==> src/rtl/led_seq_ctrl.sv <==
// LED index sequencer: debounces three board switches into press events and runs an
// idle/run/pause state machine that steps a 3-bit decoder select at a prescaled rate.
module led_seq_ctrl #(
  parameter int unsigned DEB_CYCLES  = 1_000_000,
  parameter int unsigned TICK_CYCLES = 12_000_000
) (
  input  logic       clk,
  input  logic       rst,
  input  logic [2:0] key_n,
  output logic [2:0] sel,
  output logic       running,
  output logic       dir,
  output logic [1:0] speed,
  output logic       step_pulse
);

  localparam int unsigned DebW  = $clog2(DEB_CYCLES);
  localparam int unsigned TickW = $clog2(TICK_CYCLES);
  localparam logic [DebW-1:0] DebLast = DebW'(DEB_CYCLES - 32'd1);

  typedef enum logic [1:0] {
    StIdle,
    StRun,
    StPause
  } state_e;

  // Input path: synchronizer, per-key debounce counter, press-edge detect
  logic [2:0]      sync1_q, sync2_q;
  logic [2:0]      deb_q, deb_d;
  logic [2:0]      deb_prev_q;
  logic [2:0]      press_q;
  logic [DebW-1:0] deb_cnt_q [3];
  logic [DebW-1:0] deb_cnt_d [3];

  always_comb begin
    deb_d     = deb_q;
    deb_cnt_d = deb_cnt_q;
    for (int k = 0; k < 3; k++) begin
      if (sync2_q[k] == deb_q[k]) begin
        deb_cnt_d[k] = '0;
      end else if (deb_cnt_q[k] == DebLast) begin
        deb_d[k]     = sync2_q[k];
        deb_cnt_d[k] = '0;
      end else begin
        deb_cnt_d[k] = deb_cnt_q[k] + DebW'(1);
      end
    end
  end

  always_ff @(posedge clk or posedge rst) begin
    if (rst) begin
      sync1_q    <= '1;
      sync2_q    <= '1;
      deb_q      <= '1;
      deb_prev_q <= '1;
      press_q    <= '0;
      deb_cnt_q  <= '{default: '0};
    end else begin
      sync1_q    <= key_n;
      sync2_q    <= sync1_q;
      deb_q      <= deb_d;
      deb_prev_q <= deb_q;
      // Only debounced 1->0 transitions (presses) produce an event
      press_q    <= deb_prev_q & ~deb_q;
      deb_cnt_q  <= deb_cnt_d;
    end
  end

  // Sequencer state
  state_e           state_q;
  logic [2:0]       sel_q;
  logic             running_q;
  logic             dir_q;
  logic [1:0]       speed_q;
  logic             step_q;
  logic [TickW-1:0] presc_q;

  logic [TickW-1:0] period_m1;
  logic             tick;
  logic             dir_eff;
  logic [2:0]       sel_step;

  assign period_m1 = TickW'((TICK_CYCLES >> speed_q) - 32'd1);
  assign tick      = (state_q == StRun) && (presc_q == period_m1);
  // A direction toggle in the same cycle already governs this cycle's step
  assign dir_eff   = dir_q ^ press_q[1];
  assign sel_step  = dir_eff ? (sel_q - 3'd1) : (sel_q + 3'd1);

  always_ff @(posedge clk or posedge rst) begin
    if (rst) begin
      state_q   <= StIdle;
      sel_q     <= '0;
      running_q <= 1'b0;
      dir_q     <= 1'b0;
      speed_q   <= '0;
      step_q    <= 1'b0;
      presc_q   <= '0;
    end else begin
      step_q <= 1'b0;
      if (press_q[1]) begin
        dir_q <= ~dir_q;
      end
      if (press_q[0]) begin
        // Run/pause wins: a concurrent speed/step press and any tick are dropped
        case (state_q)
          StRun: begin
            state_q   <= StPause;
            running_q <= 1'b0;
          end
          default: begin
            state_q   <= StRun;
            running_q <= 1'b1;
            presc_q   <= '0;
          end
        endcase
      end else if (press_q[2] && (state_q == StPause)) begin
        sel_q  <= sel_step;
        step_q <= 1'b1;
      end else begin
        if (press_q[2]) begin
          speed_q <= speed_q + 2'd1;
        end
        if (tick) begin
          sel_q  <= sel_step;
          step_q <= 1'b1;
        end
        if (press_q[2] || tick) begin
          presc_q <= '0;
        end else if (state_q == StRun) begin
          presc_q <= presc_q + TickW'(1);
        end
      end
    end
  end

  assign sel        = sel_q;
  assign running    = running_q;
  assign dir        = dir_q;
  assign speed      = speed_q;
  assign step_pulse = step_q;

endmodule

==> config.mk <==
export PLATFORM = sky130hd
export DESIGN_NAME = led_seq_ctrl
export DESIGN_NICKNAME = d
export VERILOG_FILES = /design/src/rtl/led_seq_ctrl.sv
export SDC_FILE = /design/constraint.sdc
export NUM_CORES = 1
export LEC_CHECK = 0
export ABC_CLOCK_PERIOD_IN_PS = 5650
export BUFFER_PORTS_ARGS = -buffer_cell sky130_fd_sc_hd__buf_2
export CAP_MARGIN = 10
export CELL_PAD_IN_SITES_DETAIL_PLACEMENT = 1
export CELL_PAD_IN_SITES_GLOBAL_PLACEMENT = 1
export CORE_ASPECT_RATIO = 0.8
export CORE_UTILIZATION = 45
export CTS_CLUSTER_SIZE = 16
export DETAILED_ROUTE_END_ITERATION = 7
export PLACE_DENSITY = 0.83
export SETUP_SLACK_MARGIN = 0.02
export SYNTH_ARGS = -nofsm -noshare
export SYNTH_HDL_FRONTEND = slang
export SYNTH_SLANG_ARGS = --single-unit
==> constraint.sdc <==
create_clock -name clk -period 5.65 [get_ports clk]
set_input_delay 1.13 -clock clk [delete_from_list [all_inputs] [get_ports clk]]
set_output_delay 1.13 -clock clk [all_outputs]
set_load 0.005 [all_outputs]
# == After elaboration in Yosys (flattened, before gate mapping) ==
# Cells that the tools add are included.
# W data, S select, Z words.
# totals
regBits,109
in_bits,5
output_inout_bits,8
# classes
n_addsub,8
eq_ne,11
shift,1
n_mux,19
bitwise,9
reduce_logical,11
# ops
operator,count
$mux W20,6
$mux W24,5
$add A20 B1 Y20 const B,3
$eq A20 B20 Y1 const B,3
$add A24 B1 Y24 const B,1
$eq A24 B24 Y1,1
$shr A24 B2 Y24 const A,1
$sub A24 B1 Y24 const B,1
$mux W3,3
$reduce_and A2 Y1,4
$not A1 Y1,6
$reduce_and A3 Y1,2
$mux W1,4
$ne A2 B2 Y1 const B,2
$add A3 B1 Y3 const B,1
$and A3 B3 Y3,1
$eq A1 B1 Y1,3
$not A3 Y3,1
$reduce_bool A3 Y1,1
$sub A3 B1 Y3 const B,1
$add A2 B1 Y2 const B,1
$eq A2 B1 Y1 const B,1
$eq A2 B2 Y1 const B,1
$logic_and A1 B1 Y1,2
4 further kinds,4

# == Depth between registers and ports, before layout ==
# Gate-level depths: netlist (run 1).
# logic_depth
word_depth,8
ltp_mapped,10

# == Least setup slack after synthesis (run 1) ==
# No wires, ideal clock.
# synth_timing
path_kind,reg2reg
startpoint,reg speed_q[0] (netlist: speed[0])
endpoint,reg sel_q[1] (netlist: sel[1])
setup_time_ns,0.125
arrival_ns,2.334
required_time_ns,5.525
setup_slack_ns,3.191
stages_incl_launch_ff,9
path_cell_list,dfrtp_1 inv_1 ha_1 or3_1 a22oi_1 and4_4 nand4_4 a21oi_2 mux2_2
# synth_between
elab_chain_len,6
# synth_lines
element,line,text
"start, declared",74,logic [1:0] speed_q;
"start signal, assigned",121,speed_q <= speed_q + 2'd1;
$shr A24 B2 Y24,83,assign period_m1 = TickW'((TICK_CYCLES >> speed_q) - 32'd1);
$sub A24 B1 Y24,83,
$eq A24 B24 Y1,84,assign tick = (state_q == StRun) && (presc_q == period_m1);
$logic_and A1 B1 Y1,84,
$reduce_bool A2 Y1 (no source line),-,
$reduce_and A2 Y1 (no source line),-,
"end signal, assigned",117,sel_q <= sel_step;
"end signal, assigned",124,sel_q <= sel_step;
"end, declared",71,logic [2:0] sel_q;
# No other way between the ends.
# A chain may end at the register's enable or synchronous reset.

# == Final worst setup path (run 1) ==
# Ends and elaborated chain as after synthesis.

==> results of run 1 <==
==> metal layers <==
layer | routed length [um] | global-route usage, % | vias to the layer above
met1 | 5279 | 27.14 | 1950
li1 | - | - | 1820
met4 | 262 | 7.326 | 0
met5 | 0 | 0 | -
met3 | 324 | 4.702 | 21
met2 | 5616 | 33.93 | 38
==> worst min-delay path by stage <==
| stage | startpoint | to | slack (ns) | cells after the start |
|---|---|---|---|---|
| 2_1_floorplan | sync1_q[0]$_DFF_PP1_ | sync2_q[0]$_DFF_PP1_ | 0.35 | 0 |
| 3_3_place_gp | sync1_q[1]$_DFF_PP1_ | sync2_q[1]$_DFF_PP1_ | 0.35 | 0 |
| 3_5_place_dp | sync1_q[0]$_DFF_PP1_ | sync2_q[0]$_DFF_PP1_ | 0.35 | 0 |
| 4_1_cts | sync1_q[0]$_DFF_PP1_ | sync2_q[0]$_DFF_PP1_ | 0.36 | 0 |
| 5_1_grt | sync1_q[1]$_DFF_PP1_ | sync2_q[1]$_DFF_PP1_ | 0.37 | 0 |
| 6_report | sync1_q[1]$_DFF_PP1_ | sync2_q[1]$_DFF_PP1_ | 0.36 | 0 |
==> synthesized netlist by cell type, types with 3 or more instances <==
| master | number |
|---|---|
| a21oi_1 | 4 |
| and3_1 | 13 |
| and4_1 | 3 |
| buf_2 | 5 |
| dfrtp_1 | 96 |
| dfstp_2 | 12 |
| ha_1 | 12 |
| inv_1 | 9 |
| mux2_2 | 5 |
| nand2_1 | 51 |
| nand2b_1 | 3 |
| nand3_1 | 29 |
| nand4_1 | 23 |
| nor2_1 | 90 |
| nor2b_1 | 4 |
| nor3_1 | 10 |
| nor4_1 | 11 |
| o21ai_0 | 8 |
| o311ai_0 | 5 |
| or2_2 | 4 |
| or2b_2 | 4 |
| or3_1 | 6 |
| xnor2_1 | 37 |
| xor2_1 | 47 |
==> sequential cells by signal, indices dropped and copies added (netlist names) <==
name        flops
press_q         3
dir             1
deb_cnt_q      60
deb_q           3
sync1_q         3
sync2_q         3
step_pulse      1
deb_prev_q      3
state_q         2
sel             3
speed           2
presc_q        24
==> final cells by class <==
type                    count  area share [%]
flip-flops and latches    108           46.58
multi-input cells         400           43.43
clock buffers              12           4.225
well taps                 148           3.174
repair buffers             13           1.158
clock inverters             3          0.8149
inverters                   9          0.6219
==> worst register-to-register path, delay by kind of cell (launching register included) <==
kind                       cells  cell delay, ns
and+or+nand+nor                3            0.85
DFF                            1            0.51
AOI/OAI and AO/OA              2            0.48
muxes                          1            0.36
adders and majority gates      1            0.34
buffers and inverters          1            0.16
==> metrics by stage <==
step | utilization (%) | hold WS [ns] | std cells | instance area, um^2
2_1_floorplan | - | 0.3452 | 528 | 5353
3_3_place_gp | 47.92 | 0.3467 | 678 | 5540
3_5_place_dp | 47.92 | 0.3484 | 678 | 5540
4_1_cts | 50.47 | 0.3585 | 693 | 5834
5_1_grt | 50.47 | 0.3652 | 693 | 5834
6_report | 50.47 | 0.3568 | 693 | 5834
==> cell families (layout without fill, tap and decap cells) <==
logic type / count (synthesis) / in the layout
AO/OA/AOI/OAI: 29 / 29
XOR/XNOR: 84 / 84
adder cells (fa/ha/maj): 14 / 14
buffers and inverters: 20 / 37
flip-flops: 108 / 108
multiplexers: 7 / 7
AND/OR/NAND/NOR: 266 / 266
==> power groups by stage <==
| stage | Clock [mW] | Combinational (mW) | Sequential (mW) |
|---|---|---|---|
| floorplan | 0 | 0.0273 | 0.802 |
| global placement | 0 | 0.0353 | 0.803 |
| detailed placement | 0 | 0.0372 | 0.804 |
| CTS | 0.651 | 0.0371 | 0.789 |
| global route | 0.677 | 0.0424 | 0.790 |
| finish | 0.634 | 0.0353 | 0.789 |
==> flow_summary_export.csv, run 1 <==
group,metric,value,unit
power_and_ir_drop,power,1.458,mW
critical_path,critPathTopFamily,"simple AND/OR/NAND/NOR gates",
critical_path,crit_fanout,12,
finish,diodes,0,
critical_path,rrSetupSlack,2.85,ns
synthesis,synth_xor_area_share,13.74,%
floorplanning,pin_count,13,
synthesis,ys.warnings.count,0,
timing,min_period,2.800,ns
critical_path,crit_arrival,3.04,ns
critical_path,cp.depth,8,
floorplanning,initial_core_util,46.30,%
global_route,grt_first_pass_wirelength,19.93,mm
synthesis,syn-cell-area,0.005353,mm^2
cts,htree_levels,3,
critical_path,slowest_delay,0.51,ns
synthesis,synth.top_cell.area_share,44.88,%
global_route,grtUsageTotal,20.80,%
synthesis,synthesis.nets,546,
floorplanning,row_count,35,
route,drcViolationCount,0,
finish,ff_latch_area,0.002718,mm^2
hold_path,hold_path_class,"reg -> reg",
cts,cts.reportedPaths.clkPinSlew,0.07,ns
finish,multiInputGateArea,0.002534,mm^2
timing,slew-limit-headroom,40.82,%
finish,nets,559,
critical_path,critPathCapture,"sel[1]$_DFFE_PP0P_",
route,first_pass_iters,4,
power_and_ir_drop,powerDensity,249.9,mW/mm^2
power_and_ir_drop,pwr-share-seq,54.1,%
global_route,grt_max_degree,74,
global_route,antenna_found_initial,0,
synthesis,ys_types,52,
timing,fin_ws,2.850,ns
timing,hold_viol,0,
global_route,overflow,0,
critical_path,worstSetupPathType,"reg -> reg",
critical_path,reg2regPathDepth,8,
route,vias,3829,
floorplanning,die_area,0.01234,mm^2
cts,worstSkewPairLatency,0.35,ns
synthesis,synth_flop_cell,"dfrtp_1",
critical_path,worstSetupStartpointType,"flip-flop",
power_and_ir_drop,p_leak,2.503,nW
power_and_ir_drop,switching_share,21.40,%
power_and_ir_drop,p_sw,0.3120,mW
route,routedWlPerCell,16.57,um
critical_path,crit_path_cell_trace,"inv_1 -> ha_1 -> or3_1 -> a22oi_1 -> and4_4 -> nand4_4 -> a21oi_2 -> mux2_2",
critical_path,cp_data_required_time,5.89,ns
synthesis,synthSimpleGateAreaFrac,24.94,%
critical_path,cp_num_buf_inv,1,
placed_design,place_ws,2.837,ns
timing,rsz0062_at_grt,"no",
power_and_ir_drop,p_clk_share,43.5,%
timing,fin_setup_tns,0,ns
placed_design,place_hpwl,7.874,mm
cts,clock_sinks,108,
synthesis,synth_top_cell_by_area,"dfrtp_1",
synthesis,ys_ff_latch,108,
cts,cts_max_path_buffers,2,
route,wl,11.48,mm
finish,final_common_cell,"dfrtp_1",
synthesis,synthMuxAreaShare,1.426,%
cts,root_buffer,"clkbuf_16",
synthesis,synth_edf_count,0,
route,ant_nets,0,
critical_path,r2r-end,"sel[1]$_DFFE_PP0P_",
route,drt_first_iter_violations,159,
power_and_ir_drop,p_comb_share,2.4,%
synthesis,async_flop_share,100.0,%
floorplanning,die_x,123.9,um
critical_path,crit_path_start,"speed[0]$_DFFE_PP0P_",
placed_design,gp_congestion,0.8278,
timing,post-route-period-util,49.55,%
synthesis,synth_top_family_by_area,"simple AND/OR/NAND/NOR gates",
cts,cts_resized,0,
synthesis,synthTopCellsByArea,"dfrtp_1, xor2_1, nor2_1",
critical_path,critical_path.slowest_cell,"dfrtp_1",
power_and_ir_drop,ir_drop,0.1400,mV
power_and_ir_drop,p_int,1.146,mW
synthesis,synth_compound_area_share,3.857,%
synthesis,avgSynthCellArea,10.14,um^2
finish,drive_above_1_share,10.83,%
critical_path,reg2reg_from,"speed[0]$_DFFE_PP0P_",
route,vias_per_cell,5.525,
timing,fin_skew,0.01261,ns
global_route,grt_pass1_vias,4136,
timing,max_slew.worst_pin.slew,0.8877,ns
timing,setup_viol,0,
finish,syn_to_final_growth,9.000,%
run_status,run_status,"finished clean",
placed_design,numPortBuffers,12,
floorplanning,die_h,99.55,um
critical_path,crit_path_end_kind,"flip-flop",
finish,layout_common_cells,"dfrtp_1, nor2_1, nand2_1",
cts,tritoncts,"yes",
finish,nFillCells,1332,
synthesis,syn_inst,528,
synthesis,ys_seq_area_share,50.77,%
cts,cts_setup_buffers,0,
cts,cts_buffers,9,
timing,fmax,0.3572,GHz
cts,hold_buffers,0,
floorplanning,core-area,0.01156,mm^2
synthesis,synth_fa_ha_area_share,3.366,%
flow_run,cap_violations,0,
timing,slew_violations,0,
(Power assumes the default switching activity.)
==> inputs of run 2 (changes only) <==
--- a/config.mk
+++ b/config.mk
@@ -5,7 +5,8 @@
 export SDC_FILE = /design/constraint.sdc
 export NUM_CORES = 1
 export LEC_CHECK = 0
-export ABC_CLOCK_PERIOD_IN_PS = 5650
+export ABC_AREA = 1
+export ABC_CLOCK_PERIOD_IN_PS = 2800
 export BUFFER_PORTS_ARGS = -buffer_cell sky130_fd_sc_hd__buf_2
 export CAP_MARGIN = 10
 export CELL_PAD_IN_SITES_DETAIL_PLACEMENT = 1
@@ -14,7 +15,7 @@
 export CORE_UTILIZATION = 45
 export CTS_CLUSTER_SIZE = 16
 export DETAILED_ROUTE_END_ITERATION = 7
-export PLACE_DENSITY = 0.83
+export PLACE_DENSITY = 0.86
 export SETUP_SLACK_MARGIN = 0.02
 export SYNTH_ARGS = -nofsm -noshare
 export SYNTH_HDL_FRONTEND = slang
==> constraint.sdc (replaced) <==
create_clock -name clk -period 2.8 [get_ports clk]
set_input_delay 0.56 -clock clk [delete_from_list [all_inputs] [get_ports clk]]
set_output_delay 0.56 -clock clk [all_outputs]
set_load 0.005 [all_outputs]
==> flow_summary_export.csv, run 2 <==
group,metric,value,unit
cts,root_buffer,"clkbuf_16",
route,drt_first_iter_violations,204,
timing,min_period,2.396,ns
synthesis,synth_edf_count,0,
synthesis,synth_common_cells,"nand2_1, nor2_1, inv_1",
synthesis,ys_types,38,
floorplanning,row_count,37,
synthesis,ys_seq_area_share,45.75,%
cts,htree_levels,3,
critical_path,path_common_cell,"nand2_1",
timing,setup_viol,0,
power_and_ir_drop,p_leak,3.047,nW
route,wl,15.04,mm
finish,fin_area,0.006507,mm^2
global_route,grt_max_degree,109,
critical_path,worstSetupStartpointType,"flip-flop",
placed_design,gp_congestion,0.8942,
timing,post-route-period-util,85.58,%
critical_path,cp_data_required_time,3.06,ns
synthesis,yosysMostFrequentCell,"nand2_1",
cts,tritoncts,"yes",
floorplanning,initial_core_util,46.16,%
synthesis,synthTopCellsByArea,"dfrtp_1, nand2_1, nor2_1",
cts,hold_buffers,0,
cts,cts_buffers,9,
route,vias,5022,
floorplanning,die_x,130.5,um
cts,cts_setup_buffers,0,
critical_path,worstSetupPathType,"reg -> reg",
timing,slew-limit-headroom,60.15,%
route,ant_nets,0,
synthesis,avgSynthCellArea,7.848,um^2
finish,largest_registers,"deb_cnt_q x60, presc_q x24",
route,first_pass_iters,4,
timing,hold_viol,0,
power_and_ir_drop,ir_drop,0.3512,mV
floorplanning,pin_count,13,
global_route,overflow,0,
synthesis,ys_ff_latch,108,
critical_path,crit_arrival,2.66,ns
synthesis,synthesis.nets,775,
floorplanning,die_area,0.01367,mm^2
timing,whs,0.2834,ns
cts,worstSkewPairLatency,0.37,ns
placed_design,postPlaceCellArea,0.006197,mm^2
timing,rsz0062_at_grt,"no",
finish,largest_reg_flops,60,
route,m1WireLength,6.911,mm
floorplanning,die_h,104.8,um
route,wl_met2,7.334,mm
placed_design,numPortBuffers,12,
cts,cts.reportedPaths.clkPinSlew,0.08,ns
cts,cts_resized,0,
timing,fmax,0.4173,GHz
synthesis,async_flop_share,100.0,%
finish,diodes,0,
global_route,antenna_found_initial,0,
timing,fin_skew,0.01282,ns
power_and_ir_drop,powerDensity,466.5,mW/mm^2
synthesis,syn-cell-area,0.005941,mm^2
run_status,run_status,"finished clean",
finish,nets,790,
route,routedWlPerCell,15.80,um
critical_path,slowest_delay,0.55,ns
cts,cts_max_path_buffers,2,
placed_design,place_hpwl,10.86,mm
placed_design,place_ws,0.3007,ns
finish,layout_common_cells,"nand2_1, nor2_1, inv_1",
route,vias_per_cell,5.275,
critical_path,crit_fanout,10,
hold_path,hold_path_class,"in -> reg",
timing,max_slew.worst_pin.slew,0.5978,ns
route,drcViolationCount,0,
flow_run,cap_violations,0,
finish,fin_cells,952,
global_route,grtUsageTotal,24.47,%
finish,syn_to_final_growth,9.541,%
finish,top_register,"deb_cnt_q",
synthesis,ys.warnings.count,0,
finish,final_common_cell,"nand2_1",
global_route,grt_pass1_vias,5393,
critical_path,critical_path.slowest_cell,"dfrtp_1",
critical_path,crit_path_end_kind,"flip-flop",
route,routed-wl-met3,462,um
cts,clock_sinks,108,
floorplanning,core-area,0.01287,mm^2
synthesis,synth_top_cell_by_area,"dfrtp_1",
finish,drive_above_1_share,9.395,%
route,dr.max_layer_used,"met4",
timing,slew_violations,0,
placed_design,dp.cells,936,
synthesis,synth.top_cell.area_share,40.44,%
synthesis,synth_flop_cell,"dfrtp_1",
timing,fin_setup_tns,0,ns
global_route,grt_first_pass_wirelength,25.82,mm
synthesis,syn_inst,757,
timing,fin_ws,0.4038,ns
critical_path,crit_path_cell_trace,"inv_1 -> ha_1 -> nor2_1 -> nand2_1 -> nand2_1 -> nor2_1 -> nand2_1 -> nor2_1 -> nand2_1 -> nand3_1 -> o21ai_0",
run 2: cell count changes after synthesis, moves of 16 or more:
cell and delta:
a21oi_1 +21, inv_1 +92, nand2_1 +101, nand3_1 +27
nor2_1 +40, nor3_1 +16, xnor2_1 -24
run 2: where the power goes:
group	switching, mW	internal (mW)
Combinational	0.0637	0.0205
Sequential	0.0120	1.58
Clock	0.633	0.729
run 2: kinds of logic after synthesis:
group | Yosys count | share of synthesized area (%)
compound gates | 60 | 5.476
xor+xnor | 46 | 6.782
fa+ha+maj | 13 | 2.864
buf+inv | 113 | 7.350
flops | 108 | 45.75
mux | 2 | 0.3791
simple gates | 415 | 31.40
run 2: final timing paths:
check                           cells after the start  slack (ns)                  from                      end
worst max-delay path                               11        0.40  speed[1]$_DFFE_PP0P_   presc_q[0]$_DFFE_PP0P_
worst min-delay path                                1        0.28              key_n[2]     sync1_q[2]$_DFF_PP1_
worst max register to register                     11        0.40  speed[1]$_DFFE_PP0P_   presc_q[0]$_DFFE_PP0P_
worst min register to register                      0        0.36  sync1_q[2]$_DFF_PP1_     sync2_q[2]$_DFF_PP1_
max in group asynchronous                           3        1.99                   rst  presc_q[15]$_DFFE_PP0P_
min in group asynchronous                           3        0.34                   rst   deb_cnt_q[0]$_DFF_PP0_
run 2: routing by layer:
layer | vias to the layer above | GRT usage [%]
li1 | 2450 | -
met2 | 60 | 40.62
met5 | - | 0
met3 | 26 | 5.223
met4 | 0 | 9.852
met1 | 2486 | 30.84
run 2: through the flow:
stage	util (%)	power, mW
after floorplan	-	1.674
after global placement	48.15	1.700
after detailed placement	48.15	1.707
after CTS	50.54	3.080
after global routing	50.56	3.131
final	50.56	3.035
run 2: area by class of cell:
cell class	instances	area (um^2)
Timing Repair Buffer	13	80.08
Multi-Input combinational cell	536	2789
Inverter	104	394.1
Clock inverter	6	68.82
Fill cell	1653	6362
Sequential cell	108	2718
Clock buffer	10	239.0
Tap cell	175	219.0
run 2: worst max-delay path: cells and delay by family, from the launching register on:
kind | cells | cell delay [ns]
AO/OA/AOI/OAI | 1 | 0.32
adder cells (fa/ha/maj) | 1 | 0.30
buffers and inverters | 1 | 0.20
flip-flops | 1 | 0.55
AND/OR/NAND/NOR | 8 | 0.90
